File: config.mk
export PLATFORM = sky130hd
export DESIGN_NAME = mvm_feeder
export DESIGN_NICKNAME = d
export VERILOG_FILES = /design/src/rtl/mvm_pkg.sv /design/src/rtl/mvm_result_serializer.sv /design/src/rtl/mvm_feeder.sv
export SDC_FILE = /design/constraint.sdc
export NUM_CORES = 1
export LEC_CHECK = 0
export ABC_AREA = 1
export CAP_MARGIN = 20
export CORE_AREA = 3 3 109 111
export CTS_CLUSTER_DIAMETER = 50
export DETAILED_ROUTE_END_ITERATION = 7
export DIE_AREA = 0 0 112 114
export HOLD_SLACK_MARGIN = 0.12
export PLACE_DENSITY = 0.79
export SLEW_MARGIN = 5
export SYNTH_ARGS = -nofsm -noshare
export SYNTH_HDL_FRONTEND = slang
export SYNTH_SLANG_ARGS = --single-unit
File: constraint.sdc
create_clock -name clk -period 1.9 [get_ports clk]
set_input_delay 0.38 -clock clk [delete_from_list [all_inputs] [get_ports clk]]
set_output_delay 0.38 -clock clk [all_outputs]
set_load 0.1 [all_outputs]
File: src/rtl/mvm_pkg.sv
// Shared definitions for the mvm feeder path: controller state encoding,
// default geometry and packed-bus width helper.
package mvm_pkg;

   localparam int DEF_MATRIX_ROWS = 3;
   localparam int DEF_SHARED_DIM  = 3;
   localparam int DEF_WIDTH       = 8;

   typedef enum logic [2:0] {
      LOAD_M = 3'd0,
      LOAD_V = 3'd1,
      CLR    = 3'd2,
      START  = 3'd3,
      WAIT   = 3'd4,
      DRAIN  = 3'd5
   } mvm_state_e;

   function automatic int bus_width(input int n_elems, input int width);
      return n_elems * width;
   endfunction

endpackage

File: src/rtl/mvm_result_serializer.sv
// Parallel-load shift register that drains its contents MSB element first,
// one element per valid/ready handshake.
module mvm_result_serializer #(
   parameter int N_ELEMS = 3,
   parameter int WIDTH   = 8
) (
   input  logic                       clk,
   input  logic                       reset_n,
   input  logic                       load_i,
   input  logic [N_ELEMS*WIDTH-1:0]   par_i,
   output logic [WIDTH-1:0]           out_data_o,
   output logic                       out_valid_o,
   input  logic                       out_ready_i,
   output logic                       last_o
);

   localparam int CW = $clog2(N_ELEMS + 1);

   logic [N_ELEMS*WIDTH-1:0] sh_q, sh_d;
   logic [CW-1:0]            cnt_q, cnt_d;
   logic                     valid_q, valid_d;
   logic                     fire;

   assign fire = valid_q & out_ready_i;

   always_comb begin
      sh_d    = sh_q;
      cnt_d   = cnt_q;
      valid_d = valid_q;
      if (load_i) begin
         sh_d    = par_i;
         cnt_d   = CW'(N_ELEMS);
         valid_d = 1'b1;
      end else if (fire) begin
         sh_d    = sh_q << WIDTH;
         cnt_d   = cnt_q - CW'(1);
         valid_d = (cnt_q != CW'(1));
      end
   end

   always_ff @(posedge clk) begin
      if (!reset_n) begin
         sh_q    <= '0;
         cnt_q   <= '0;
         valid_q <= 1'b0;
      end else begin
         sh_q    <= sh_d;
         cnt_q   <= cnt_d;
         valid_q <= valid_d;
      end
   end

   assign out_data_o  = sh_q[N_ELEMS*WIDTH-1 -: WIDTH];
   assign out_valid_o = valid_q;
   assign last_o      = fire && (cnt_q == CW'(1));

endmodule

File: src/rtl/mvm_feeder.sv
// Streams operands into an mvm instance, sequences its reset/start/done
// protocol and streams the result back out. Watchdog: MVM_FEEDER_TIMEOUT_EN.
//
// state  | meaning
// LOAD_M | accepting matrix elements, row-major, MSB slot first
// LOAD_V | accepting vector elements
// CLR    | one-cycle mvm_reset
// START  | one-cycle mvm_start
// WAIT   | waiting for mvm_done (optionally bounded by the watchdog)
// DRAIN  | streaming result elements out
module mvm_feeder
   import mvm_pkg::*;
#(
   parameter int MATRIX_ROWS    = DEF_MATRIX_ROWS,
   parameter int SHARED_DIM     = DEF_SHARED_DIM,
   parameter int WIDTH          = DEF_WIDTH,
   parameter int TIMEOUT_CYCLES = 64
) (
   input  logic                                                clk,
   input  logic                                                reset_n,
   input  logic [WIDTH-1:0]                                    in_data,
   input  logic                                                in_valid,
   output logic                                                in_ready,
   output logic [WIDTH-1:0]                                    out_data,
   output logic                                                out_valid,
   input  logic                                                out_ready,
   output logic                                                mvm_reset,
   output logic                                                mvm_start,
   output logic [bus_width(MATRIX_ROWS*SHARED_DIM, WIDTH)-1:0] mvm_matrix,
   output logic [bus_width(SHARED_DIM, WIDTH)-1:0]             mvm_vector,
   input  logic [bus_width(MATRIX_ROWS, WIDTH)-1:0]            mvm_result,
   input  logic                                                mvm_done,
   output logic                                                busy,
   output logic                                                err_timeout
);

   localparam int N_M   = MATRIX_ROWS * SHARED_DIM;
   localparam int MW    = bus_width(N_M, WIDTH);
   localparam int VW    = bus_width(SHARED_DIM, WIDTH);
   localparam int CNT_W = $clog2(N_M + 1);
   localparam logic [CNT_W-1:0] LAST_M = CNT_W'(N_M - 1);
   localparam logic [CNT_W-1:0] LAST_V = CNT_W'(SHARED_DIM - 1);

   mvm_state_e       state_q, state_d;
   logic [CNT_W-1:0] cnt_q, cnt_d;
   logic [MW-1:0]    mat_q, mat_d;
   logic [VW-1:0]    vec_q, vec_d;
   logic             in_fire;
   logic             ser_load;
   logic             ser_last;
   logic             tmo;

   assign in_fire = in_valid & in_ready;

   always_ff @(posedge clk) begin
      if (!reset_n) state_q <= LOAD_M;
      else          state_q <= state_d;
   end

   always_comb begin
      state_d = state_q;
      case (state_q)
         LOAD_M:  if (in_fire && cnt_q == LAST_M) state_d = LOAD_V;
         LOAD_V:  if (in_fire && cnt_q == LAST_V) state_d = CLR;
         CLR:     state_d = START;
         START:   state_d = WAIT;
         WAIT: begin
            if (mvm_done) state_d = DRAIN;
            else if (tmo) state_d = LOAD_M;
         end
         DRAIN:   if (ser_last) state_d = LOAD_M;
         default: state_d = LOAD_M;
      endcase
   end

   // reset_n gates the handshake and mvm controls so they show reset values while held
   always_comb begin
      in_ready  = reset_n && (state_q == LOAD_M || state_q == LOAD_V);
      mvm_reset = !reset_n || (state_q == CLR);
      mvm_start = reset_n && (state_q == START);
      busy      = reset_n && !(state_q == LOAD_M && cnt_q == '0);
      ser_load  = (state_q == WAIT) && mvm_done;
   end

   always_comb begin
      cnt_d = cnt_q;
      mat_d = mat_q;
      vec_d = vec_q;
      if (in_fire) begin
         if (state_q == LOAD_M) begin
            for (int k = 0; k < N_M; k++)
               if (cnt_q == CNT_W'(k)) mat_d[(N_M-1-k)*WIDTH +: WIDTH] = in_data;
            cnt_d = (cnt_q == LAST_M) ? '0 : cnt_q + CNT_W'(1);
         end else begin
            for (int k = 0; k < SHARED_DIM; k++)
               if (cnt_q == CNT_W'(k)) vec_d[(SHARED_DIM-1-k)*WIDTH +: WIDTH] = in_data;
            cnt_d = (cnt_q == LAST_V) ? '0 : cnt_q + CNT_W'(1);
         end
      end
   end

   always_ff @(posedge clk) begin
      if (!reset_n) begin
         cnt_q <= '0;
         mat_q <= '0;
         vec_q <= '0;
      end else begin
         cnt_q <= cnt_d;
         mat_q <= mat_d;
         vec_q <= vec_d;
      end
   end

   assign mvm_matrix = mat_q;
   assign mvm_vector = vec_q;

`ifdef MVM_FEEDER_TIMEOUT_EN
   localparam int TMR_W = $clog2(TIMEOUT_CYCLES + 1);

   logic [TMR_W-1:0] tmr_q, tmr_d;
   logic             err_q, err_d;

   assign tmo = (state_q == WAIT) && !mvm_done && (tmr_q == '0);

   always_comb begin
      tmr_d = tmr_q;
      err_d = err_q | tmo;
      if (state_q == START)                    tmr_d = TMR_W'(TIMEOUT_CYCLES - 1);
      else if (state_q == WAIT && tmr_q != '0) tmr_d = tmr_q - TMR_W'(1);
   end

   always_ff @(posedge clk) begin
      if (!reset_n) begin
         tmr_q <= '0;
         err_q <= 1'b0;
      end else begin
         tmr_q <= tmr_d;
         err_q <= err_d;
      end
   end

   assign err_timeout = err_q;
`else
   assign tmo         = 1'b0;
   // constant 0; the comparison only keeps the watchdog parameter referenced
   assign err_timeout = (TIMEOUT_CYCLES < 0);
`endif

   mvm_result_serializer #(
      .N_ELEMS (MATRIX_ROWS),
      .WIDTH   (WIDTH)
   ) u_ser (
      .clk         (clk),
      .reset_n     (reset_n),
      .load_i      (ser_load),
      .par_i       (mvm_result),
      .out_data_o  (out_data),
      .out_valid_o (out_valid),
      .out_ready_i (out_ready),
      .last_o      (ser_last)
   );

endmodule

-- After elaboration in Yosys (flattened, before gate mapping)
Cells that the tools add are included.
- logic and storage cells: 83
- input bits: 37
- output and inout bits: 110
- register bits after elaboration: 130
- reduce and logical (&&, ||, !) cells: 28
- bitwise operators: 3
- muxes and demuxes: 14
- equal/unequal tests: 19
- $add $sub $neg: 2
- operator list (kind ; number):
    $mux W24 ; 2
    $reduce_and A3 Y1 ; 12
    $pmux W3 S6 ; 1
    $eq A4 B3 Y1 const B ; 4
    $mux W3 ; 4
    $mux W4 ; 3
    $eq A4 B2 Y1 const B ; 2
    $logic_and A1 B1 Y1 ; 8
    $ne A2 B2 Y1 const B ; 4
    $eq A3 B2 Y1 const B ; 2
    $eq A3 B3 Y1 const B ; 2
    $add A4 B1 Y4 const B ; 1
    $eq A4 B1 Y1 const B ; 1
    $eq A4 B4 Y1 const B ; 1
    $logic_not A4 Y1 ; 1
    $mux W2 ; 2
    $reduce_and A4 Y1 ; 1
    $eq A3 B1 Y1 const B ; 1
    $logic_not A3 Y1 ; 1
    $and A1 B1 Y1 ; 2
    $eq A2 B1 Y1 const B ; 1
    $logic_not A1 Y1 ; 2
    $logic_or A1 B1 Y1 ; 2
    $mux W1 ; 2
    other kinds (4) ; 4

-- Depth between registers and ports, before layout
Gate-level depths: netlist (run 1).
- depth after elaboration: 7
- mapped depth: 10
- gate-level depth less buffers: 10

-- Hierarchy
A second synthesis (run 1) with hierarchy kept.
- cells, all modules: 682
- area, all modules: 5320.1 um2
- by module, submodules not included (module ; area each (um2) ; sequential area each (um2) ; instances ; cells each):
    mvm_feeder ; 3937.5 ; 2062.0 ; 1 ; 496
    mvm_result_serializer ; 1382.6 ; 540.5 ; 1 ; 186

-- Worst setup path after synthesis (run 1)
No wires, ideal clock.
- path kind: flip-flop to output port
- start: reg state_q[1]
- end: out mvm_reset
- path slack: -1.208 ns
- path buffers: 0
- data arrival time: 2.728 ns
- required time: 1.520 ns
- stages on the path, launching flop included: 3
- cell sequence: dfxtp_1 -> inv_2 -> o31ai_1
- longest elaborated chain between the ends: 2
- RTL lines (item ; line ; RTL):
    start, declared ; mvm_feeder.sv:44 ; mvm_state_e state_q, state_d;
    start signal, assigned ; mvm_feeder.sv:57 ; else state_q <= state_d;
    $eq A3 B2 Y1 ; mvm_feeder.sv:79 ; mvm_reset = !reset_n || (state_q == CLR);
    $logic_or A1 B1 Y1 ; mvm_feeder.sv:79 ;
    end, declared ; mvm_feeder.sv:27 ; output logic mvm_reset,
No other way between the ends.

-- Worst setup path after layout (run 1)
- start: reg cnt_q[0]
- end: out busy
- longest elaborated chain between the ends: 4
- RTL lines (item ; line ; RTL):
    start, declared ; mvm_feeder.sv:45 ; logic [CNT_W-1:0] cnt_q, cnt_d;
    start signal, assigned ; mvm_feeder.sv:108 ; cnt_q <= cnt_d;
    $logic_not A4 Y1 ; mvm_feeder.sv:81 ; busy = reset_n && !(state_q == LOAD_M && cnt_q == '0);
    $logic_and A1 B1 Y1 ; mvm_feeder.sv:81 ;
    $logic_not A1 Y1 ; mvm_feeder.sv:81 ;
    $logic_and A1 B1 Y1 ; mvm_feeder.sv:81 ;
    end, declared ; mvm_feeder.sv:33 ; output logic busy,
No other way between the ends.

==> impl_metrics.env, run 1 <==
export IMPL_worst_slew_pin_slew_ns=0.661
export IMPL_dp_slack_ns=-0.102
export IMPL_crit_buf_inv=3
export IMPL_syn_to_final_growth_pct=41.4
export IMPL_synthesis_nets=712
export IMPL_r2r_setup_slack_ns=0.14
export IMPL_synth_seq_cells=130
export IMPL_drive_above_1_share=0.263
export IMPL_wl_per_cell_um=16.0
export IMPL_htree_levels=4
export IMPL_final_core_utilization=0.680
export IMPL_fin_area_mm2=0.00741
export IMPL_cp_max_fo=2
export IMPL_arrival_ns=1.58
export IMPL_clkSinkCount=130
export IMPL_num_rows=38
export IMPL_endpoint_kind="output pin"
export IMPL_initial_core_util=0.481
export IMPL_drt_pass1_iterations=6
export IMPL_p_per_area_mw_per_mm2=1090
export IMPL_slew_headroom=0.559
export IMPL_leakage_nw=3.09
export IMPL_reg2reg_depth=10
export IMPL_ys_seq_area_frac=0.497
export IMPL_critPathMaxStageDelay_ns=0.37
export IMPL_grt_pass1_wl_mm=24.5
export IMPL_hold_path_class="primary input to flop"
export IMPL_synth_compound_area_frac=0.130
export IMPL_dieArea_mm2=0.0128
export IMPL_synth_adder_area_share=0.0119
export IMPL_syn_avg_cell_area_um2=7.82
export IMPL_grt_overflow=0
export IMPL_cp_common_cell="inv_4"
export IMPL_dieHeight_um=114
export IMPL_switching_power_mw=2.44
export IMPL_violations="setup timing"
export IMPL_dp_hpwl_mm=10.3
export IMPL_cp_data_required_time_ns=1.52
export IMPL_yosysWarnings=0
export IMPL_initialDrtViolationCount=409
export IMPL_wl_mm=15.6
export IMPL_nets=864
export IMPL_path_cells="inv_4 > ha_4 > nand2_4 > inv_4 > a21oi_4 > buf_12"
export IMPL_r2r_start="cnt_q[0]"
export IMPL_cts_tree="built"
export IMPL_port_buffers=145
export IMPL_crit_family="flip-flops"
export IMPL_grt_max_degree=66
export IMPL_hold_path_depth=3
export IMPL_antenna_cells=0
export IMPL_cap_violations=0
export IMPL_path_class="flop to output pin"
export IMPL_power_mw=8.06
export IMPL_cts_clk_slew_worst_paths_ns=0.06
export IMPL_combPwrFrac=0.204
export IMPL_synthSimpleGateAreaFrac=0.286
export IMPL_synth_distinct_cells=33
export IMPL_ios=147
export IMPL_reg2reg_to="mvm_vector[5]"
export IMPL_maxSlewViolCount=0
export IMPL_grtUsageTotal=0.238
export IMPL_grt_pass1_vias=4958
export IMPL_synthXorXnorAreaFrac=0.00669
export IMPL_cts_root_buf="clkbuf_8"
export IMPL_holdWs_ns=0.219
export IMPL_num_vias=5243
export IMPL_grt_antenna_before_repair=0
export IMPL_fp_coreArea_mm2=0.0109
export IMPL_gp_congestion=0.914
export IMPL_syn_area_mm2=0.00524
export IMPL_ir_worst_vdd_uv=683
export IMPL_status="finished, violations left"
export IMPL_fin_crit_sh=1.03
export IMPL_synthCells=670
export IMPL_clkLatencyLatePin_ns=0.52
export IMPL_hold_viol=0
export IMPL_cp_start_kind="flop"
export IMPL_finalClockSkew_ns=0.00690
export IMPL_synthMuxAreaShare=0
export IMPL_finalSetupViolations=1
export IMPL_p_seq_frac=0.363
export IMPL_rsz0062_at_grt="true"
export IMPL_setup_ws_ns=-0.0608
export IMPL_dpl_cell_area_mm2=0.00665
export IMPL_numCtsBuffers=17
export IMPL_layout_min_cycle_time_ns=1.96
export IMPL_chipWidth_um=112
export IMPL_clockBufferDepth=2
export IMPL_p_int_mw=5.62
export IMPL_drtAntennaViolNets=0
export IMPL_critPathSlowestCell="dfxtp_4"
export IMPL_worstHoldStart="reset_n"
export IMPL_switching_share=0.303
export IMPL_fmax_mhz=510
export IMPL_cts_hold_buf=0
export IMPL_startpoint="cnt_q[0]"
export IMPL_hold_end="state_q[0]"
export IMPL_drc=0
export IMPL_via_per_inst=5.38
export IMPL_p_clk_frac=0.433
export IMPL_synth_top_family_by_area="simple AND/OR/NAND/NOR gates"
## area by class of cell
class	count	area [µm²]
multi-input cells	469	2340
flip-flops and latches	130	2620
clock buffers	19	432
clock inverters	13	208
well taps	140	175
repair buffers	177	1530
fillers	863	3480
inverters	27	110
## cell families (layout without fill, tap and decap cells)
logic type	Yosys count	count (layout)
flops	130	130
simple gates	327	327
other cells	1	1
buf+inv	71	236
compound gates	132	132
xor+xnor	4	4
fa+ha+maj	5	5
## worst max path at each step
stage / endpoint / slack [ns] / cells after the start
after floorplan: state_q[0] / -0.12 / 9
after global placement: mvm_vector[12] / 0.009 / 7
after detailed placement: mvm_matrix[49] / -0.10 / 7
after CTS: busy / -0.03 / 6
after global routing: busy / -0.09 / 6
final: busy / -0.06 / 6
## Yosys cell counts
library cell    n  area [µm²]
nand3_1        21         105
nand4_4         1        21.3
nor3_1         46         230
a21oi_1        14        70.1
nand3b_1        1        7.51
nor2_4          8        90.1
dfxtp_1       130        2600
xor2_1          4        35.0
nand2_2         2        12.5
nand3_4         1        17.5
buf_2           6        30.0
inv_2           6        22.5
o31ai_1         1        7.51
buf_4          12        90.1
nand2_8         1        20.0
buf_6           4        45.0
nand2_1        73         274
nor3_2          5        50.1
nor2_1        163         612
nor2_8          1        20.0
inv_1          18        67.6
nand3_2         1        10.0
clkinv_1        2        7.51
ha_1            5        62.6
nand2_4         1        11.3
clkinv_2        1        5.00
nand4_2         1        12.5
o21ai_1         2        10.0
a31oi_1        16         100
conb_1          1        3.75
clkbuf_1       22        82.6
nor2_2          1        6.26
o21ai_0        99         495
## tightest hold or removal path, delay by kind of cell
family                 cells  cell delay (ns)
buffers and inverters      1             0.17
and+or+nand+nor            2             0.14
## metal layers
metal	vias up	track usage	part of all wire
li1	2516	-	-
met1	2462	0.287	0.40
met2	231	0.406	0.50
met3	34	0.0663	0.082
met4	0	0.0905	0.023
met5	-	0	0
## cells in the final DEF, fill, tap and decap left out, drive strengths merged
cell type	Yosys	final
bufinv	0	5
a21oi	14	14
o21ai	101	101
nor2	173	173
dfxtp	130	130
nor3	51	51
conb	1	1
nand3b	1	1
clkdlybuf4s50	0	35
o31ai	1	1
buf	22	142
clkinvlp	0	4
a31oi	16	16
nand4	2	2
xor2	4	4
inv	24	25
nand3	23	23
clkinv	3	6
ha	5	5
nand2	77	77
clkbuf	22	19
## power groups by stage
stage | clock, mW | combinational (mW) | sequential (mW)
after floorplan | 0 | 0.744 | 3.34
after global placement | 0 | 1.52 | 2.97
after detailed placement | 0 | 1.55 | 2.97
after CTS | 3.52 | 1.60 | 2.92
after global routing | 3.65 | 1.74 | 2.93
final | 3.49 | 1.65 | 2.92
## sequential cells by signal, summed over array words and instances (netlist names)
signal             flops
mvm_matrix            72
u_ser.cnt_q            2
cnt_q                  4
u_ser.out_valid_o      1
mvm_vector            24
state_q                3
u_ser.sh_q            24
## through the flow
stage	cells	setup TNS (ns)
CTS	970	-0.0339
detailed placement	933	-3.28
floorplan	670	-0.304
global placement	933	0
global route	975	-0.251
finish	975	-0.0608
## repair_timing
item / CTS / global route
endpoints found under the hold margin: 0 / 0
pin swaps: 2 / 1
setup endpoints to repair: 3 / 10
setup buffers: 5 / 5
resized for setup: 16 / 4
Note: power is estimated with default switching activity, not from simulation.
==> run 2: changes to the inputs <==
--- a/config.mk
+++ b/config.mk
@@ -7,10 +7,10 @@
 export LEC_CHECK = 0
 export ABC_AREA = 1
 export CAP_MARGIN = 20
-export CORE_AREA = 3 3 109 111
+export CORE_AREA = 5 5 111 113
 export CTS_CLUSTER_DIAMETER = 50
 export DETAILED_ROUTE_END_ITERATION = 7
-export DIE_AREA = 0 0 112 114
+export DIE_AREA = 0 0 116 118
 export HOLD_SLACK_MARGIN = 0.12
 export PLACE_DENSITY = 0.79
 export SLEW_MARGIN = 5
==> run 2 against run 1 <==
The run now ends clean. Highest routed layer unchanged. Core utilization is 3.1 points lower. Largest cell class unchanged. Die area up 7.2%. Via count shrank 2.3%. Sequential share of layout area up 0.47 points. Fmax up 6.7%. Clock skew is 0.0022 ns higher. Combinational power decreased by 6%. Critical endpoint unchanged. Critical path depth is the same. Hold slack improved by 0.11 ns. First-iteration DRC count fell by 7.8%.
==> impl_metrics.env, run 2 (synthesis results as in run 1) <==
export IMPL_ir_worst_vdd_uv=554
export IMPL_status="finished, final reports clean"
export IMPL_grt_pass1_wl_mm=23.9
export IMPL_finalClockSkew_ns=0.00910
export IMPL_final_cell_mix="161 x nor2_1, 125 x dfxtp_1, 125 x buf_4"
export IMPL_grt_antenna_before_repair=0
export IMPL_syn_to_final_growth_pct=39.1
export IMPL_dieArea_mm2=0.0137
export IMPL_grtUsageTotal=0.214
export IMPL_via_per_inst=5.27
export IMPL_final_cells=972
export IMPL_largest_reg_flops=72
export IMPL_cts_hold_buf=0
export IMPL_place_inst=938
export IMPL_dieHeight_um=118
export IMPL_cp_max_fo=3
export IMPL_antenna_cells=0
export IMPL_final_core_utilization=0.649
export IMPL_grt_overflow=0
export IMPL_r2r_setup_slack_ns=0.25
export IMPL_initial_core_util=0.467
export IMPL_cp_data_required_time_ns=1.52
export IMPL_final_common_cell="nor2_1"
export IMPL_worst_slew_pin_slew_ns=0.693
export IMPL_cts_root_buf="clkbuf_16"
export IMPL_reg2reg_depth=10
export IMPL_holdWs_ns=0.325
export IMPL_clockBufferDepth=2
export IMPL_rsz0062_at_grt="true"
export IMPL_dp_hpwl_mm=10.4
export IMPL_cts_clk_slew_worst_paths_ns=0.06
export IMPL_p_per_area_mw_per_mm2=1040
export IMPL_drtAntennaViolNets=0
export IMPL_clkLatencyLatePin_ns=0.41
export IMPL_nets=858
export IMPL_gp_congestion=0.905
export IMPL_fmax_mhz=544
export IMPL_layout_min_cycle_time_ns=1.84
export IMPL_grt_pass1_vias=5062
export IMPL_wl_per_cell_um=14.9
export IMPL_num_rows=39
export IMPL_fp_coreArea_mm2=0.0112
export IMPL_cp_endpoint="busy"
export IMPL_wl_mm=14.5
export IMPL_numCtsBuffers=17
export IMPL_cap_violations=0
export IMPL_arrival_ns=1.46
export IMPL_finalSetupViolations=0
export IMPL_endpoint_kind="output pin"
export IMPL_slew_headroom=0.538
export IMPL_drc=0
export IMPL_worstHoldStart="reset_n"
export IMPL_grt_max_degree=65
export IMPL_hold_viol=0
export IMPL_cts_tree="built"
export IMPL_drive_above_1_share=0.252
export IMPL_maxSlewViolCount=0
export IMPL_r2r_start="cnt_q[1]"
export IMPL_reg2reg_to="mvm_matrix[3]"
export IMPL_leakage_nw=3.03
export IMPL_drt_pass1_iterations=5
export IMPL_ios=147
export IMPL_clkSinkCount=130
export IMPL_fin_crit_sh=0.967
export IMPL_hold_path_class="primary input to flop"
export IMPL_startpoint="cnt_q[1]"
export IMPL_initialDrtViolationCount=377
export IMPL_port_buffers=145
export IMPL_num_vias=5125
export IMPL_chipWidth_um=116
export IMPL_path_class="flop to output pin"
export IMPL_htree_levels=4
export IMPL_cp_start_kind="flop"
run 2: cell count changes in the layout (fill, tap and decap cells not counted), sizes merged:
cell / before / now
clkinvlp: 4 / 2
clkbuf: 19 / 20
inv: 25 / 26
bufinv: 5 / 2
buf: 142 / 136
clkinv: 6 / 9
run 2: through the flow:
step,area [µm²],setup slack (ns),TNS (ns),power [mW]
global route,7290,-0.00369,-0.00369,7.92
detailed placement,6680,-0.0477,-0.588,4.50
finish,7290,0.0628,0,7.61
global placement,6680,0.0147,0,4.47
floorplan,5270,-0.118,-0.304,4.08
CTS,7290,0.00689,0,7.66
run 2: layout make-up:
class | count | area [µm²]
clock buffers | 20 | 437
clock inverters | 12 | 134
fillers | 935 | 3940
inverters | 27 | 103
multi-input cells | 469 | 2330
flip-flops and latches | 130 | 2610
well taps | 143 | 179
repair buffers | 171 | 1490
run 2: per-layer routing:
metal / wire length (µm) / GRT usage
met3: 1380 / 0.0463
met5: 0 / 0
met1: 5700 / 0.261
met2: 7000 / 0.356
met4: 395 / 0.0943
run 2: how the worst min path moves through the flow:
stage | end | slack, ns | cells past startpoint
floorplan | u_ser.sh_q[0] | 0.44 | 2
global placement | u_ser.sh_q[3] | 0.45 | 2
detailed placement | u_ser.sh_q[2] | 0.45 | 2
CTS | state_q[0] | 0.32 | 3
global route | state_q[2] | 0.35 | 3
finish | state_q[0] | 0.32 | 3
run 2: power breakdown:
group,switching [mW],internal [mW],leakage (nW)
sequential,0.0753,2.84,1.05
clock,1.21,1.94,0.275
combinational,1.11,0.437,1.71
run 2: critical path, stage by stage, from the launching register on:
cell     delay (ns)
dfxtp_2        0.34
inv_2          0.06
ha_4           0.18
nand2_4        0.07
inv_2          0.05
a21oi_4        0.16
buf_12         0.19
run 2: what timing repair did:
action	in CTS	in global routing
buffers inserted	2	0
setup endpoints to repair	2	2
gates resized for setup	7	3
pin swaps	1	2
==> run 3: changes to the inputs <==
--- a/config.mk
+++ b/config.mk
@@ -13,6 +13,7 @@
 export DIE_AREA = 0 0 116 118
 export HOLD_SLACK_MARGIN = 0.12
 export PLACE_DENSITY = 0.79
+export SKIP_LAST_GASP = 1
 export SLEW_MARGIN = 5
 export SYNTH_ARGS = -nofsm -noshare
 export SYNTH_HDL_FRONTEND = slang
==> run 3 against run 2 <==
Cell count is the same. Routed wire length is 0.32% lower. Die area stayed put. Critical path type unchanged. Worst setup slack better by 0.0018 ns. Flip-flop and latch count is the same. Sequential power about the same.
==> impl_metrics.env, run 3 (synthesis results as in run 1) <==
export IMPL_status="finished, final reports clean"
export IMPL_finalSetupViolations=0
export IMPL_p_seq_frac=0.383
export IMPL_cp_max_fo=3
export IMPL_clockBufferDepth=2
export IMPL_path_cells="inv_2 > ha_4 > nand2_4 > inv_2 > a21oi_4 > buf_12"
export IMPL_combPwrFrac=0.204
export IMPL_switching_power_mw=2.39
export IMPL_htree_levels=4
export IMPL_p_clk_frac=0.413
export IMPL_dp_slack_ns=-0.0477
export IMPL_cts_clk_slew_worst_paths_ns=0.06
export IMPL_grt_antenna_before_repair=0
export IMPL_layout_min_cycle_time_ns=1.84
export IMPL_ir_worst_vdd_uv=554
export IMPL_p_int_mw=5.21
export IMPL_setup_ws_ns=0.0646
export IMPL_ios=147
export IMPL_port_buffers=145
export IMPL_clkSinkCount=130
export IMPL_final_common_cell="nor2_1"
export IMPL_initial_core_util=0.467
export IMPL_grt_max_degree=65
export IMPL_worst_slew_pin_slew_ns=0.676
export IMPL_arrival_ns=1.46
export IMPL_drt_pass1_iterations=5
export IMPL_wl_mm=14.4
export IMPL_place_inst=938
export IMPL_hold_path_class="primary input to flop"
export IMPL_rsz0062_at_grt="true"
export IMPL_critPathSlowestCell="dfxtp_2"
export IMPL_final_cells=972
export IMPL_crit_buf_inv=3
export IMPL_hold_viol=0
export IMPL_cts_root_buf="clkbuf_16"
export IMPL_largest_reg_flops=72
export IMPL_gp_congestion=0.905
export IMPL_dpl_cell_area_mm2=0.00668
export IMPL_cap_violations=0
export IMPL_drive_above_1_share=0.252
export IMPL_p_per_area_mw_per_mm2=1040
export IMPL_critPathMaxStageDelay_ns=0.33
export IMPL_switching_share=0.315
export IMPL_drc=0
export IMPL_cp_start_kind="flop"
export IMPL_crit_family="flip-flops"
export IMPL_cp_data_required_time_ns=1.52
export IMPL_dieArea_mm2=0.0137
export IMPL_nets=858
export IMPL_num_vias=5111
export IMPL_grt_pass1_wl_mm=23.9
export IMPL_cts_hold_buf=0
export IMPL_holdWs_ns=0.323
export IMPL_dieHeight_um=118
export IMPL_cp_common_cell="inv_2"
export IMPL_dp_hpwl_mm=10.4
export IMPL_finalClockSkew_ns=0.00970
export IMPL_wl_per_cell_um=14.8
export IMPL_drtAntennaViolNets=0
export IMPL_fmax_mhz=545
export IMPL_initialDrtViolationCount=406
export IMPL_fin_crit_sh=0.966
export IMPL_via_per_inst=5.26
export IMPL_cts_tree="built"
export IMPL_slew_headroom=0.549
export IMPL_syn_to_final_growth_pct=39.1
export IMPL_endpoint_kind="output pin"
export IMPL_chipWidth_um=116
export IMPL_fp_coreArea_mm2=0.0112
export IMPL_antenna_cells=0
export IMPL_fin_area_mm2=0.00729
export IMPL_grt_pass1_vias=5062
export IMPL_final_cell_mix="161 x nor2_1, 125 x dfxtp_1, 125 x buf_4"
export IMPL_grtUsageTotal=0.214
export IMPL_grt_overflow=0
export IMPL_path_class="flop to output pin"
export IMPL_clkLatencyLatePin_ns=0.41
export IMPL_leakage_nw=3.03
export IMPL_numCtsBuffers=17
export IMPL_maxSlewViolCount=0
export IMPL_num_rows=39
==> run 3: worst reg2reg max path: stages (launching register included) <==
cell     delay, ns
dfxtp_2       0.32
inv_2         0.09
ha_4          0.18
nand2_1       0.06
nor2_1        0.15
inv_1         0.06
nor2_1        0.14
nand2_1       0.21
inv_2         0.19
nor2_1        0.06
nor2_1        0.13
==> run 3: final cells by class <==
class,instances,area [µm²]
tap,143,179
multi-input combinational,469,2330
timing repair buffer,171,1490
clock inverter,12,134
fill,935,3940
clock buffer,20,437
inverter,27,103
sequential,130,2610
==> run 3: repair_timing <==
item | in CTS | in global routing
cloned | 0 | 0
endpoints found under the hold margin | 0 | 0
pin swaps | 1 | 1
setup buffers | 2 | 0
gates resized for setup | 7 | 3
setup endpoints to repair | 2 | 2
==> run 3: worst paths after layout <==
kind                                    start             to  slack (ns)  cells after the start
worst max register to register       cnt_q[0]  mvm_matrix[3]        0.25                     10
worst min-delay path                  reset_n     state_q[0]        0.32                      3
worst min register to register  u_ser.sh_q[2]  u_ser.sh_q[2]        0.46                      2
worst max-delay path                 cnt_q[0]           busy        0.06                      6
==> run 3: power by group through the flow <==
stage / Combinational (mW) / Clock, mW / Sequential [mW]
final: 1.55 / 3.14 / 2.91
after global placement: 1.50 / 0 / 2.97
after floorplan: 0.744 / 0 / 3.34
after CTS: 1.55 / 3.19 / 2.91
after detailed placement: 1.53 / 0 / 2.97
after global routing: 1.66 / 3.33 / 2.92
==> run 3: metrics by stage <==
| step | setup TNS, ns | utilization | total power, mW |
|---|---|---|---|
| after CTS | 0 | 0.649 | 7.66 |
| after global placement | 0 | 0.596 | 4.47 |
| after detailed placement | -0.588 | 0.596 | 4.50 |
| after global routing | -0.00572 | 0.649 | 7.92 |
| after floorplan | -0.304 | - | 4.08 |
| final | 0 | 0.649 | 7.60 |
==> run 3: metal layers <==
layer  global-route usage  share of wire  up-vias
li1                     -              -     2501
met1                0.261           0.39     2335
met2                0.356           0.48      236
met3               0.0463          0.098       39
met4               0.0943          0.027        0
met5                    0              0        -
